===== src/rtl/fullxor_pkg.sv =====
// Shared sizing helpers and the default share-word type for the masked XOR compressor.
package fullxor_pkg;

    localparam int unsigned K_WIDTH_DEF = 32;

    typedef logic [K_WIDTH_DEF-1:0] share_t;

    // Number of registered tree layers (pipeline latency).
    function automatic int unsigned f_layers(input int unsigned n);
        return $clog2(n);
    endfunction

    // Random words consumed by the refresh stage.
    function automatic int unsigned f_randnum(input int unsigned n);
        int unsigned log_k;
        log_k = $clog2(n + 1) - 1;
        return log_k * (1 << (log_k - 1)) + n - (1 << log_k);
    endfunction

    // Element count entering layer l: ceil(n / 2^l).
    function automatic int unsigned f_layer_width(input int unsigned n, input int unsigned l);
        return (n + (1 << l) - 1) >> l;
    endfunction

endpackage


===== src/rtl/fxor_layer.sv =====
// One XOR-tree layer: pairs adjacent words into registers, odd leftover passes through.
module fxor_layer #(
    parameter int unsigned K_WIDTH = 32,
    parameter int unsigned IN_CNT  = 3
) (
    input  logic                                  clk_i,
    input  logic                                  rst_ni,
    input  logic                                  vld_i,
    input  logic [IN_CNT*K_WIDTH-1:0]             data_i,
    output logic                                  vld_o,
    output logic [((IN_CNT+1)/2)*K_WIDTH-1:0]     data_o
);

    localparam int unsigned OUT_CNT = (IN_CNT + 1) / 2;

    logic [OUT_CNT*K_WIDTH-1:0] fold_c;
    logic [OUT_CNT*K_WIDTH-1:0] data_d, data_q;
    logic                       vld_d, vld_q;

    for (genvar m = 0; m < OUT_CNT; m++) begin : g_fold
        if (2 * m + 1 < IN_CNT) begin : g_pair
            assign fold_c[m*K_WIDTH +: K_WIDTH] = data_i[(2*m)*K_WIDTH +: K_WIDTH]
                                                ^ data_i[(2*m+1)*K_WIDTH +: K_WIDTH];
        end else begin : g_pass
            assign fold_c[m*K_WIDTH +: K_WIDTH] = data_i[(2*m)*K_WIDTH +: K_WIDTH];
        end
    end

    // Data loads only behind a valid word so bubbles leave the layer untouched.
    always_comb begin
        data_d = data_q;
        vld_d  = vld_i;
        if (vld_i) begin
            data_d = fold_c;
        end
    end

    always_ff @(posedge clk_i or posedge rst_ni) begin
        if (rst_ni) begin
            data_q <= '0;
            vld_q  <= 1'b0;
        end else begin
            data_q <= data_d;
            vld_q  <= vld_d;
        end
    end

    assign data_o = data_q;
    assign vld_o  = vld_q;

endmodule


===== src/rtl/full_xor.sv =====
// Masked-share XOR compressor: refresh shares with fresh randomness, then a pipelined XOR tree.
// Optional FULLXOR_ZERO_INVALID_EN forces o_z to zero whenever o_dvld is low.
module full_xor
    import fullxor_pkg::*;
#(
    parameter int unsigned K_WIDTH  = 32,
    parameter int unsigned N_SHARES = 3
) (
    input  logic                              clk_i,
    input  logic                              rst_ni,
    input  logic                              i_dvld,
    input  logic                              i_rvld,
    input  logic [K_WIDTH*f_randnum(N_SHARES)-1:0] i_n,
    input  logic [K_WIDTH*N_SHARES-1:0]       i_x,
    output logic [K_WIDTH-1:0]                o_z,
    output logic                              o_dvld
);

    localparam int unsigned LAYERS  = f_layers(N_SHARES);
    localparam int unsigned RANDNUM = f_randnum(N_SHARES);

    logic                          accept_c;
    logic [K_WIDTH*N_SHARES-1:0]   refresh_c;
    logic [K_WIDTH-1:0]            last_c;

    assign accept_c = i_dvld & i_rvld;

    // Each random word lands on two neighbouring shares, so it cancels in the total XOR.
    always_comb begin
        refresh_c = i_x;
        for (int unsigned k = 0; k < RANDNUM; k++) begin
            refresh_c[(k % N_SHARES)*K_WIDTH +: K_WIDTH] =
                refresh_c[(k % N_SHARES)*K_WIDTH +: K_WIDTH] ^ i_n[k*K_WIDTH +: K_WIDTH];
            refresh_c[((k + 1) % N_SHARES)*K_WIDTH +: K_WIDTH] =
                refresh_c[((k + 1) % N_SHARES)*K_WIDTH +: K_WIDTH] ^ i_n[k*K_WIDTH +: K_WIDTH];
        end
    end

    for (genvar l = 0; l < LAYERS; l++) begin : g_layer
        localparam int unsigned IN_CNT  = f_layer_width(N_SHARES, l);
        localparam int unsigned OUT_CNT = f_layer_width(N_SHARES, l + 1);

        logic [OUT_CNT*K_WIDTH-1:0] data;
        logic                       vld;

        if (l == 0) begin : g_first
            fxor_layer #(
                .K_WIDTH (K_WIDTH),
                .IN_CNT  (IN_CNT)
            ) u_layer (
                .clk_i  (clk_i),
                .rst_ni (rst_ni),
                .vld_i  (accept_c),
                .data_i (refresh_c),
                .vld_o  (vld),
                .data_o (data)
            );
        end else begin : g_rest
            fxor_layer #(
                .K_WIDTH (K_WIDTH),
                .IN_CNT  (IN_CNT)
            ) u_layer (
                .clk_i  (clk_i),
                .rst_ni (rst_ni),
                .vld_i  (g_layer[l-1].vld),
                .data_i (g_layer[l-1].data),
                .vld_o  (vld),
                .data_o (data)
            );
        end
    end

    assign last_c = g_layer[LAYERS-1].data;
    assign o_dvld = g_layer[LAYERS-1].vld;

`ifdef FULLXOR_ZERO_INVALID_EN
    assign o_z = o_dvld ? last_c : '0;
`else
    assign o_z = last_c;
`endif

endmodule


===== config.mk =====
export PLATFORM = sky130hd
export DESIGN_NAME = full_xor
export DESIGN_NICKNAME = d
export VERILOG_FILES = /design/src/rtl/fullxor_pkg.sv /design/src/rtl/fxor_layer.sv /design/src/rtl/full_xor.sv
export SDC_FILE = /design/constraint.sdc
export NUM_CORES = 1
export LEC_CHECK = 0
export ABC_CLOCK_PERIOD_IN_PS = 2890
export CAP_MARGIN = 20
export CORE_UTILIZATION = 43
export DETAILED_ROUTE_END_ITERATION = 10
export GPL_ROUTABILITY_DRIVEN = 0
export PLACE_DENSITY_LB_ADDON = 0.05
export SLEW_MARGIN = 30
export SYNTH_ARGS = -nofsm -noshare
export SYNTH_HDL_FRONTEND = slang
export SYNTH_HIERARCHICAL = 1
export SYNTH_SLANG_ARGS = --single-unit

===== constraint.sdc =====
create_clock -name clk_i -period 2.89 [get_ports clk_i]
set_input_delay 0.289 -clock clk_i [delete_from_list [all_inputs] [get_ports clk_i]]
set_output_delay 0.289 -clock clk_i [all_outputs]
set_load 0.05 [all_outputs]

[Word-level counts from Yosys, hierarchy flattened]
Index checks and enable logic that the tools add are counted.
Widths: inputs -> output; s select.
Word-level totals
  logic and storage cells: 11
  flip-flop bits (word level): 98
  input port bits: 164
Operators by class
  bitwise gates (word level): 7
Operator list (count)
  $xor 32x32->32: 6
  $and 1x1->1: 1

[Logic depth before layout (Yosys ltp)]
  word-level depth: 3
  mapped depth: 6
  depth with buffers taken out: 3

[Modules after synthesis]
Netlist, hierarchy kept.
By module, submodules not included
  fxor_layer at g_layer[0].g_first.u_layer: instances 1, area an instance 2816.5 µm², cells each 205, sequential area each 1626.6 µm²
  fxor_layer at g_layer[1].g_rest.u_layer: instances 1, area an instance 1540.2 µm², cells each 137, sequential area each 825.8 µm²
  full_xor: instances 1, area an instance 1327.5 µm², cells each 97, sequential area each 0.0 µm²

[Worst setup path after synthesis]
Ideal clock, no wire load.
  path kind: in2reg
  start point: input port i_dvld
  end point: register g_layer[0].g_first.u_layer.data_q[35]
  slack: 1761 ps
  path buffers: 2
  stages on the path: 4
  data arrival time: 1003 ps
  cell sequence: and2_1 -> buf_6 -> buf_6 -> mux2_4
Between the ends
  longest elaborated chain between the ends: 1
Ends and longest elaborated chain
  from (decl): RTL line full_xor.sv:11  | input logic i_dvld,
  $and 1x1->1: RTL line full_xor.sv:26  | assign accept_c = i_dvld & i_rvld;
  to (signal assigned): RTL line fxor_layer.sv:43  | data_q <= data_d;
  to (decl): RTL line fxor_layer.sv:17  | logic [OUT_CNT*K_WIDTH-1:0] data_d, data_q;
No other way between the ends.
A chain may end at the register's enable or synchronous reset.

[Worst setup path in the final report]
  start point: register g_layer[1].g_rest.u_layer.data_q[14]
  end point: output port o_z[14]
RTL lines
  from (decl): RTL line fxor_layer.sv:17
  from (signal assigned): RTL line fxor_layer.sv:43
  to (decl): RTL line full_xor.sv:15  | output logic [K_WIDTH-1:0] o_z,
No word-level cell between the ends.

==> flow_summary.ini <==
[final_layout]
diodes = 0
final_util_pct = 63.21
final_common_cell = clkdlybuf4s50_1
fill_cells = 1022
final-seq-area_um2 = 2454
multi_input_area_um2 = 3037
final_cell_mix = clkdlybuf4s50_1, dfrtp_1, xor2_1, xnor2_1, nor2_1
area_growth_syn_to_layout_pct = 42.04
final_nets = 796
fin_cells = 808
layout-drive-gt1-share_pct = 12.89

[timing]
tightest_slew_ns = 0.7851
skew_ns = 0.009320
drv_slew = 0
final-setup-viol-count = 0
max_slew_margin_pct = 47.58
period_share_pct = 62.57
finalHoldViolCount = 0
setup_tns_ns = 0
max_freq_ghz = 0.5530
rsz0062_at_grt = no
period_minus_slack_ns = 1.808

[floorplan]
die_area_um2 = 13680
core_um2 = 12770
io_pins = 197
num_rows = 41
initial_core_util_pct = 44.50
fp.dieH_um = 117.0
die_w_um = 117.0

[route]
wl_um = 10900
viasPerCell = 4.521
first_iter_violations = 145
antenna_left = 0
post-route-drc-count = 0
dr.pass1.iters = 4
wl_per_cell_um = 13.49
num_vias = 3653

[cts]
cts_setup_buffers = 0
cts.sinks = 98
ctsHoldBuffers = 0
cts-htree-levels = 3
cts-resized-gates = 0
cts_buffers = 9
insertion_delay_ns = 0.33
clk_path_buf_depth = 2
cts_tree = done
clk_pin_slew_worst_paths_ns = 0.07
clock-root-buffer = clkbuf_16

[power_and_ir_drop]
powerDensity_nw_per_um2 = 651.7
seqPwrFrac_pct = 36.7
p_sw_share_pct = 33.33
internal-power_uw = 3508
leakage_uw = 0.003461
p_sw_uw = 1754
p_comb_share_pct = 39.4
pwr-share-clk_pct = 23.9
ir_worst_vdd_mv = 0.3126

[grt]
grtUsageMet2_pct = 28.76
antenna_found_initial = 0
busiest_layer = met2
grtUsageMet1_pct = 20.28
grtUsageTotal_pct = 16.34
gr-usage-met3_pct = 3.296
grt_pass1_vias = 3629
grt_overflow = 0
grt_pass1_wl_um = 17170
grt_start_max_net_pins = 66

[min_path]
hp-class = in -> async

[setup_path]
max_stage_delay_ns = 0.84
crit_family = buffers and inverters
path_max_fanout = 2
required_ns = 2.60
path_buf_inv = 1
reg2reg_from = g_layer[0].g_first.u_layer/vld_o
startpoint = g_layer[1].g_rest.u_layer/data_o[14]
cpMaxStageDelayCell = clkdlybuf4s50_1
cp-start-kind = register
worstPathCellList = clkdlybuf4s50_1
cp-end-kind = output port
path_class = reg -> out
arrival_ns = 1.52

[synthesis]
synth_cell_type_count = 14
netlist_area_um2 = 5684
yosys.area.top_type_share_pct = 43.14
synthDominantAreaCellType = dfrtp_1
ys_seq_area_share_pct = 43.14
avgSynthCellArea_um2 = 12.95
synth.top_cells.by_area = dfrtp_1, xor3_1, xnor2_1
syn_nets = 603
synth_warnings = 6
synth-seq-cells = 98
syn_inst = 439

[placed_design]
port_buffers = 196
post-place-cells = 793
dpl.hpwl_um = 8201

[run_status]
outcome = completed

[flow_run]
maxCapViolations = 0
[layout make-up]
class,instances,area share [%]
multi-input cells,321,37.61
flip-flops and latches,98,30.39
repair buffers,200,25.29
clock buffers,11,3.006
well taps,172,2.665
clock inverters,4,0.9453
inverters,2,0.09298
[cell usage after synthesis (all sizes together)]
master	number
a21oi	64
and2	1
buf	18
dfrtp	98
inv	2
mux2	32
nor2	64
xnor2	64
xor2	64
xor3	32
[registers in the layout, summed over array words and instances, names as in the netlist]
register / cells
g_layer.g_first.u_layer/data_o: 64
g_layer.g_first.u_layer/vld_o: 1
g_layer.g_rest.u_layer/data_o: 32
g_layer.g_rest.u_layer/vld_o: 1
[layer usage]
metal / share of wire (%) / up-vias / wire (µm)
met5: 0 / - / 0
li1: - / 1833 / -
met2: 51 / 115 / 5512
met4: 0.95 / 0 / 104
met1: 43 / 1696 / 4644
met3: 5.9 / 9 / 638
[per-stage QoR]
stage	area, µm²	hold slack (ns)	total power, µW	worst slack (ns)
detailed placement	7755	0.5009	4051	0.9675
floorplan	5684	0.3745	3335	0.9745
global placement	7755	0.4955	4005	0.9999
global route	8074	0.4314	5544	1.032
finish	8074	0.3957	5262	1.082
CTS	8074	0.4044	5329	1.058
[path summary, 6_finish.rpt]
check	to	slack [ns]	cells after the start
worst min register to register	g_layer[1].g_rest.u_layer/data_o[1]	0.51	2
worst max-delay path	o_z[14]	1.08	1
worst min-delay path	g_layer[0].g_first.u_layer/data_o[24]	0.40	3
worst max register to register	g_layer[1].g_rest.u_layer/data_o[29]	1.52	3
max in group asynchronous	g_layer[1].g_rest.u_layer/data_o[23]	1.92	2
min in group clk_i	g_layer[1].g_rest.u_layer/data_o[1]	0.51	2
[power groups by stage]
stage	sequential, µW	combinational (µW)	clock [µW]
global placement	1940	2060	0
detailed placement	1960	2090	0
global route	1980	2210	1350
CTS	1940	2100	1290
finish	1930	2070	1260
floorplan	2430	910	0
[cells by family after synthesis]
kind of cell	Yosys count	share of synthesized area (%)
and+or+nand+nor	65	4.336
buffers and inverters	20	3.478
DFF	98	43.14
xor gates and xnor gates	160	33.11
muxes	32	8.453
AOI/OAI and AO/OA	64	7.484
Power figures use the tool's default switching activity.
